File: config.mk
export PLATFORM = sky130hd
export DESIGN_NAME = pe_window_sequencer
export DESIGN_NICKNAME = d
export VERILOG_FILES = /design/src/rtl/pe_window_sequencer.sv
export SDC_FILE = /design/constraint.sdc
export NUM_CORES = 1
export LEC_CHECK = 0
export CAP_MARGIN = 15
export CORE_MARGIN = 1.5
export CORE_UTILIZATION = 53
export CTS_BUF_LIST = sky130_fd_sc_hd__clkbuf_8
export DETAILED_ROUTE_END_ITERATION = 10
export HOLD_SLACK_MARGIN = 0.06
export PLACE_DENSITY = 0.74
export SLEW_MARGIN = 20
export SYNTH_ARGS = -nofsm -noshare
export SYNTH_HDL_FRONTEND = slang
export SYNTH_SLANG_ARGS = --single-unit
File: constraint.sdc
create_clock -name clk -period 4.42 [get_ports clk]
set_input_delay 0.884 -clock clk [delete_from_list [all_inputs] [get_ports clk]]
set_output_delay 0.884 -clock clk [all_outputs]
set_load 0.01 [all_outputs]
File: src/rtl/pe_window_sequencer.sv
// pe_window_sequencer
//   Write/read pointer sequencer for the circular input buffer (depth
//   D = 2**BufferWidth) in front of one PE group. Incoming samples are
//   written at wr_ptr; reads walk a KernelSize-tap window starting at base,
//   and the window slides by Stride after each completed output. done pulses
//   once after num_out windows have been read.
//
//   Optional feature macro: PE_STALL_CNT_EN adds stall_cycles[15:0], a
//   saturating count of RUN cycles where the PE was ready but no tap was
//   available (input starvation).
//
// Ports:
//   clk, aclr_n          clock (rising edge), asynchronous active-low reset
//   clk_en, sclr         clock enable (freezes all state), synchronous clear
//   start, num_out       job launch (IDLE only) and number of outputs
//   in_valid / in_ready  input sample handshake
//   wr_en, wr_ptr        buffer write strobe and address
//   pe_ready             PE group can take a tap this cycle
//   rd_en, rd_ptr        buffer read strobe and address
//   tap_idx, last_tap    tap index of the current read, final-tap flag
//   busy, done           FILL/RUN indicator, one-cycle job-end pulse
//   stall_cycles         (PE_STALL_CNT_EN only) starvation counter
module pe_window_sequencer #(
    parameter int unsigned BufferWidth   = 2,
    parameter int unsigned KernelSize    = 3,
    parameter int unsigned Stride        = 1,
    parameter int unsigned OutCountWidth = 8
) (
    input  logic                     clk,
    input  logic                     aclr_n,
    input  logic                     clk_en,
    input  logic                     sclr,
    input  logic                     start,
    input  logic [OutCountWidth-1:0] num_out,
    input  logic                     in_valid,
    output logic                     in_ready,
    output logic                     wr_en,
    output logic [BufferWidth-1:0]   wr_ptr,
    input  logic                     pe_ready,
    output logic                     rd_en,
    output logic [BufferWidth-1:0]   rd_ptr,
    output logic [BufferWidth:0]     tap_idx,
    output logic                     last_tap,
    output logic                     busy,
`ifdef PE_STALL_CNT_EN
    output logic                     done,
    output logic [15:0]              stall_cycles
`else
    output logic                     done
`endif
);

    localparam int unsigned Depth = 1 << BufferWidth;
    localparam int unsigned CntW  = BufferWidth + 1;
    localparam int unsigned TotW  = OutCountWidth + BufferWidth + 1;

    localparam logic [CntW-1:0] DepthC  = CntW'(Depth);
    localparam logic [CntW-1:0] KernC   = CntW'(KernelSize);
    localparam logic [CntW-1:0] KLastC  = CntW'(KernelSize - 1);
    localparam logic [CntW-1:0] StrideC = CntW'(Stride);

    typedef enum logic [1:0] {S_IDLE, S_FILL, S_RUN, S_DONE} state_t;

    state_t                   state_q, state_d;
    logic [BufferWidth-1:0]   wr_ptr_q, wr_ptr_d;
    logic [BufferWidth-1:0]   base_q, base_d;
    logic [CntW-1:0]          tap_q, tap_d;
    logic [CntW-1:0]          cnt_q, cnt_d;
    logic [TotW-1:0]          accepted_q, accepted_d;
    logic [TotW-1:0]          total_q, total_d;
    logic [OutCountWidth-1:0] out_cnt_q, out_cnt_d;
    logic [OutCountWidth-1:0] num_out_q, num_out_d;
`ifdef PE_STALL_CNT_EN
    logic [15:0]              stall_q, stall_d;
`endif

    // Datapath outputs are decoded from registered state only.
    always_comb begin
        busy     = (state_q == S_FILL) || (state_q == S_RUN);
        in_ready = busy && (cnt_q < DepthC) && (accepted_q < total_q);
        wr_en    = in_valid && in_ready && clk_en;
        // cnt_q > tap_q keeps every read behind the written data.
        rd_en    = (state_q == S_RUN) && pe_ready && (cnt_q > tap_q) && clk_en;
        last_tap = rd_en && (tap_q == KLastC);
        rd_ptr   = base_q + tap_q[BufferWidth-1:0];
        tap_idx  = tap_q;
        wr_ptr   = wr_ptr_q;
        done     = (state_q == S_DONE) && clk_en;
    end

`ifdef PE_STALL_CNT_EN
    assign stall_cycles = stall_q;
`endif

    always_comb begin
        state_d    = state_q;
        wr_ptr_d   = wr_ptr_q;
        base_d     = base_q;
        tap_d      = tap_q;
        accepted_d = accepted_q;
        total_d    = total_q;
        out_cnt_d  = out_cnt_q;
        num_out_d  = num_out_q;
        cnt_d      = cnt_q + (wr_en ? CntW'(1) : '0);
`ifdef PE_STALL_CNT_EN
        stall_d    = stall_q;
`endif

        if (wr_en) begin
            wr_ptr_d   = wr_ptr_q + 1'b1;
            accepted_d = accepted_q + 1'b1;
        end

        unique case (state_q)
            S_IDLE: begin
                if (start) begin
                    // A new job restarts the buffer from slot 0.
                    num_out_d  = num_out;
                    total_d    = (TotW'(num_out) - TotW'(1)) * TotW'(Stride)
                               + TotW'(KernelSize);
                    wr_ptr_d   = '0;
                    base_d     = '0;
                    tap_d      = '0;
                    cnt_d      = '0;
                    accepted_d = '0;
                    out_cnt_d  = '0;
`ifdef PE_STALL_CNT_EN
                    stall_d    = '0;
`endif
                    state_d    = (num_out == '0) ? S_DONE : S_FILL;
                end
            end
            S_FILL: begin
                // Looking at the next occupancy lets the first read happen
                // in the cycle right after the KernelSize-th write.
                if (cnt_d >= KernC) state_d = S_RUN;
            end
            S_RUN: begin
`ifdef PE_STALL_CNT_EN
                if (pe_ready && !rd_en && (stall_q != 16'hFFFF))
                    stall_d = stall_q + 16'd1;
`endif
                if (rd_en) begin
                    if (last_tap) begin
                        tap_d     = '0;
                        base_d    = base_q + BufferWidth'(Stride);
                        cnt_d     = cnt_d - StrideC;
                        out_cnt_d = out_cnt_q + 1'b1;
                        if (out_cnt_q == num_out_q - 1'b1) begin
                            state_d = S_DONE;
                            cnt_d   = '0;
                        end
                    end else begin
                        tap_d = tap_q + 1'b1;
                    end
                end
            end
            S_DONE: state_d = S_IDLE;
            default: state_d = S_IDLE;
        endcase
    end

    always_ff @(posedge clk or negedge aclr_n) begin
        if (!aclr_n) begin
            state_q    <= S_IDLE;
            wr_ptr_q   <= '0;
            base_q     <= '0;
            tap_q      <= '0;
            cnt_q      <= '0;
            accepted_q <= '0;
            total_q    <= '0;
            out_cnt_q  <= '0;
            num_out_q  <= '0;
`ifdef PE_STALL_CNT_EN
            stall_q    <= '0;
`endif
        end else if (clk_en) begin
            if (sclr) begin
                state_q    <= S_IDLE;
                wr_ptr_q   <= '0;
                base_q     <= '0;
                tap_q      <= '0;
                cnt_q      <= '0;
                accepted_q <= '0;
                total_q    <= '0;
                out_cnt_q  <= '0;
                num_out_q  <= '0;
`ifdef PE_STALL_CNT_EN
                stall_q    <= '0;
`endif
            end else begin
                state_q    <= state_d;
                wr_ptr_q   <= wr_ptr_d;
                base_q     <= base_d;
                tap_q      <= tap_d;
                cnt_q      <= cnt_d;
                accepted_q <= accepted_d;
                total_q    <= total_d;
                out_cnt_q  <= out_cnt_d;
                num_out_q  <= num_out_d;
`ifdef PE_STALL_CNT_EN
                stall_q    <= stall_d;
`endif
            end
        end
    end

endmodule

Yosys cells after proc, flatten, opt, wreduce, memory -nomap -nowiden. Index checks and enable logic that the tools add are counted.

Register bits: 50. Input port bits: 15. Output and inout bits: 13. Word-level logic and storage cells: 97.

$add $sub $neg: 11. $lt $le $gt $ge: 4. Equal/unequal tests: 10. Muxes and demuxes: 44. Reductions and logical operators: 19.

Operator list (number): 2-to-1 mux 11 bit (7); 2-to-1 mux 8 bit (7); 2-to-1 mux 2 bit (15); 2-to-1 mux 3 bit (9); one-hot mux 8 bit (2 select lines) (1); one-hot mux 3 bit (2 select lines) (2); adder 11 x 1 -> 11 bit (second input constant) (1); less-than comparator 11 bit (1); adder 9 x 3 -> 10 bit (second input constant) (1); logical AND 1 bit (9); != test 3 bit (second input constant) (3); subtractor 8 x 1 -> 9 bit (second input constant) (1); adder 8 x 1 -> 8 bit (second input constant) (1); equality test 8 bit (1); logical NOT 8 bit (1); one-hot mux 2 bit (4 select lines) (1); subtractor 8 x 1 -> 8 bit (second input constant) (1); != test 3 x 2 -> 1 bit (second input constant) (2); AND reduction 6 bit (1); AND reduction 5 bit (1); adder 2 x 1 -> 2 bit (second input constant) (2); equality test 2 bit (second input constant) (2); one-hot mux 2 bit (2 select lines) (1); AND reduction 4 bit (1); 15 further kinds (16).

Depth between registers and ports, before layout.
Depth after elaboration: 14. Depth in mapped cells: 15. Gate-level depth less buffers: 15.

Worst setup path before layout. Ideal clock, no wire load.

Path kind: input -> register. Start: input port clk_en. End: register state_q[0]. Library setup time: 0.125 ns. Data arrival time: 3.127 ns. Data required time: 4.295 ns. Path slack: 1.168 ns. Stages on the path: 12. Path buffers: 1. Path through: clkbuf_1 > nand2_1 > nor2_1 > o21ai_1 > clkinv_1 > ha_1 > ha_1 > ha_1 > nor2_1 > o2111ai_1 > o2111ai_1 > mux2_2.

Cells in the longest elaborated chain, start to end: 6. Elaborated cells between the ends (all ways): 10. Classes of those cells: add/sub: 1; order compare: 1; eq/ne: 3; mux: 1; reduce/logical: 4.

Ends and longest elaborated chain: start: declaration (line 31) `input logic clk_en,`; logical AND 1 bit (line 81) `wr_en = in_valid && in_ready && clk_en;`; via wr_en (line 37) `output logic wr_en,`; 2-to-1 mux 1 bit (line 104) `cnt_d = cnt_q + (wr_en ? CntW'(1) : '0);`; adder 3 x 1 -> 3 bit (line 104); >= comparator 3 x 2 -> 1 bit (line 136) `if (cnt_d >= KernC) state_d = S_RUN;`; != test 3 x 2 -> 1 bit (no source line); AND reduction 6 bit (no source line); end signal: assignment (line 192) `state_q <= state_d;`; end: declaration (line 64) `state_t state_q, state_d;`.

The timed path passes the listed nets, and every way through them passes these cells. A chain may end at the register's enable or synchronous reset.

Worst setup path in the final report.
Start: input port clk_en. End: output port last_tap.

Cells in the longest elaborated chain, start to end: 2.

Ends and longest elaborated chain: logical AND 1 bit (line 83) `rd_en = (state_q == S_RUN) && pe_ready && (cnt_q > tap_q) && clk_en;`; logical AND 1 bit (line 84) `last_tap = rd_en && (tap_q == KLastC);`; end: declaration (line 43) `output logic last_tap,`.

Every way passes these cells.

==> flow_metrics.tcl <==
set metrics [dict create \
    ant_nets 0 \
    seq_area_sq_um 1200 \
    wl_per_cell_microns 14.6 \
    synth_cell_types 52 \
    gp_congestion 0.852 \
    ys_ff_latch 48 \
    max_clock_freq_ghz 0.286 \
    grt_pass1_vias 2662 \
    ios 28 \
    num_rows 28 \
    tns_ns 0 \
    crit_fanout 12 \
    worstSetupPathType "in -> out" \
    drt_iter0_drc 136 \
    end_kind "primary output" \
    dr_total_vias 2829 \
    finalCoreUtilization_pct 63.6 \
    crit_required_ns 3.54 \
    synthFlopType "dfrtp_1" \
    fp.dieArea_sq_um 6790 \
    post_cts_buffers 0 \
    final_nets 455 \
    htree_levels 2 \
    synth-seq-area-share_pct 35.9 \
    setup_violations 0 \
    post-route-period-util_pct 79.1 \
    syn_nets 427 \
    fin_crit_ns 3.50 \
    port_buffers 27 \
    finClkSkew_ns 0.0114 \
    die_y_microns 82.4 \
    numCtsBuffers 5 \
    cts-resized-gates 0 \
    crit_path_start_kind "primary input" \
    synth_area_leaders "dfrtp_1, ha_1, xnor2_1" \
    dr.pass1.iters 4 \
    ctsHoldBuffers 0 \
    multiInputGateArea_sq_um 1960 \
    async_flop_share_pct 100 \
    status "completed" \
    grt_max_degree 49 \
    core_sq_um 5990 \
    synth_area_sq_um 3340 \
    diodes 0 \
    peakVddDrop_v 0.000221 \
    crit_chain "clkdlybuf4s50_1 -> buf_4 -> nand3_1 -> nor4_2 -> buf_4 -> clkdlybuf4s50_1" \
    relSlewSlack_pct 58.4 \
    synth_area_per_cell_sq_um 8.75 \
    overflow 0 \
    tritoncts "done" \
    cp_top_family "buffers and inverters" \
    synth_cells 382 \
    clock_sinks 48 \
    p_per_area_nw_per_um2 366 \
    finalHoldViolCount 0 \
    yosysWarningCount 0 \
    grt_antenna_before_repair 0 \
    clk_latency_ns 0.30 \
    timing.hold.ws_ns 0.529 \
    worst_pin_slew_ns 0.625 \
    grt_pass1_wl_microns 11900 \
    cts_max_path_buffers 2 \
    n_fill_cell 502 \
    cp_data_arrival_time_ns 2.61 \
    drt-vias-per-instance 5.82 \
    wl_microns 7100 \
    leakage_nw 1.73 \
    start_util_pct 55.8 \
    rsz0062_at_grt "false" \
    drc 0 \
    clkTransAtPathRegs_ns 0.09 \
    synth_top_area_share_pct 35.9 \
    cpMaxStageDelayCell "clkdlybuf4s50_1" \
    critPathBufInv 4 \
    synth_edf_count 0 \
    finalWorstSetupSlack_ns 0.924 \
    grtUsageTotal_pct 22.6 \
    p_total_mw 1.40 \
    slew_viol_final 0 \
    drv_cap 0 \
    yosys.area.top_type "dfrtp_1" \
    min_path_type "reg -> reg" \
    dpl.hpwl_microns 5390 \
    clock-root-buffer "clkbuf_8" \
    drive_gt1_share_pct 6.33 \
    place_ws_ns 0.754 \
    area_growth_pct 14.1 \
    dieWidth_microns 82.4 \
    cp_slowest_stage_delay_ns 0.54 \
]
area by class of cell:
cell class | instances | share of cell area (%)
multi-input cells | 290 | 51.4
flip-flops and latches | 48 | 31.5
repair buffers | 33 | 8.14
inverters | 32 | 3.15
clock buffers | 7 | 2.53
well taps | 75 | 2.46
clock inverters | 1 | 0.788
cells by family (layout without fill, tap and decap cells):
logic type | after synthesis | in the layout | synth area share [%]
muxes | 4 | 4 | 1.27
AOI/OAI and AO/OA | 89 | 89 | 17.3
buffers and inverters | 44 | 73 | 5.39
adders and majority gates | 30 | 30 | 11.2
and+or+nand+nor | 137 | 137 | 21.0
xor gates and xnor gates | 30 | 30 | 7.86
DFF | 48 | 48 | 35.9
registers in the layout, summed over array words and instances (netlist names):
name        flops
out_cnt_q       8
accepted_q     11
state_q         2
base_q          2
tap_idx         3
total_q        10
cnt_q           3
wr_ptr          2
num_out_q       7
metal layers:
metal  routed length, microns  vias up  track usage (%)
li1                         -     1396                -
met1                     3090     1367             27.9
met2                     3630       56             38.9
met3                      250       10             3.85
met4                      122        0             9.15
met5                        0        -                0
cell usage in the layout, fill, tap and decap left out, drive strengths merged, types with 8 or more instances in the layout:
cell type,Yosys,layout
inv,31,31
nor3,9,9
xnor2,19,19
clkdlybuf4s50,0,26
nor2,29,29
and3,11,11
o21ai,29,29
or3,8,8
nand3,10,10
dfrtp,48,48
nand2,38,38
nand2b,8,8
ha,30,30
xor2,11,11
a21oi,21,21
metrics by stage:
| stage | std cells | cell area, sq um |
|---|---|---|
| floorplan | 382 | 3340 |
| global placement | 478 | 3690 |
| detailed placement | 478 | 3690 |
| CTS | 486 | 3810 |
| global route | 486 | 3810 |
| finish | 486 | 3810 |
Yosys cell counts (2+ instances only):
library cell / number
a21o_1: 5
a21oi_1: 20
a22o_1: 7
and2_1: 2
and3_1: 11
buf_6: 2
clkbuf_1: 10
dfrtp_1: 48
ha_1: 30
inv_1: 31
mux2_2: 2
mux2i_1: 2
nand2_1: 38
nand2b_1: 7
nand3_1: 10
nand4_1: 5
nor2_1: 29
nor2b_1: 5
nor3_1: 9
nor4_1: 2
nor4b_1: 2
o2111ai_1: 2
o211ai_1: 3
o21a_1: 3
o21ai_0: 28
o221ai_1: 3
o22ai_1: 3
o311ai_0: 2
or3_1: 7
or4_1: 4
xnor2_1: 19
xor2_1: 11
worst register-to-register path, stage by stage (launching register included):
cell and delay, ns:
dfrtp_1 0.43, ha_1 0.33, a21o_1 0.11, a21oi_1 0.05
o211ai_1 0.25, nor2_1 0.09, o21ai_1 0.12, clkinv_1 0.28
ha_1 0.29, ha_1 0.31, ha_1 0.21, nor2_1 0.09
o2111ai_1 0.11, o2111ai_1 0.17, mux2_2 0.38
final timing paths:
check	depth (start not counted)	start	endpoint	slack, ns
max	6	clk_en	last_tap	0.92
min	2	num_out_q[7]$_DFFE_PN0P_	num_out_q[7]$_DFFE_PN0P_	0.53
max reg2reg	14	accepted_q[8]$_DFFE_PN0P_	state_q[1]$_DFFE_PN0P_	1.08
min reg2reg	2	num_out_q[7]$_DFFE_PN0P_	num_out_q[7]$_DFFE_PN0P_	0.53
max in group asynchronous	2	aclr_n	total_q[4]$_DFFE_PN0P_	3.33
min in group asynchronous	2	aclr_n	tap_idx[0]$_DFFE_PN0P_	0.66
report_power, final:
part,switching [mW],internal (mW),leakage (nW)
sequential,0.0548,0.490,0.661
clock,0.147,0.200,0.0645
combinational,0.275,0.231,1.00
(Power assumes the default switching activity.)
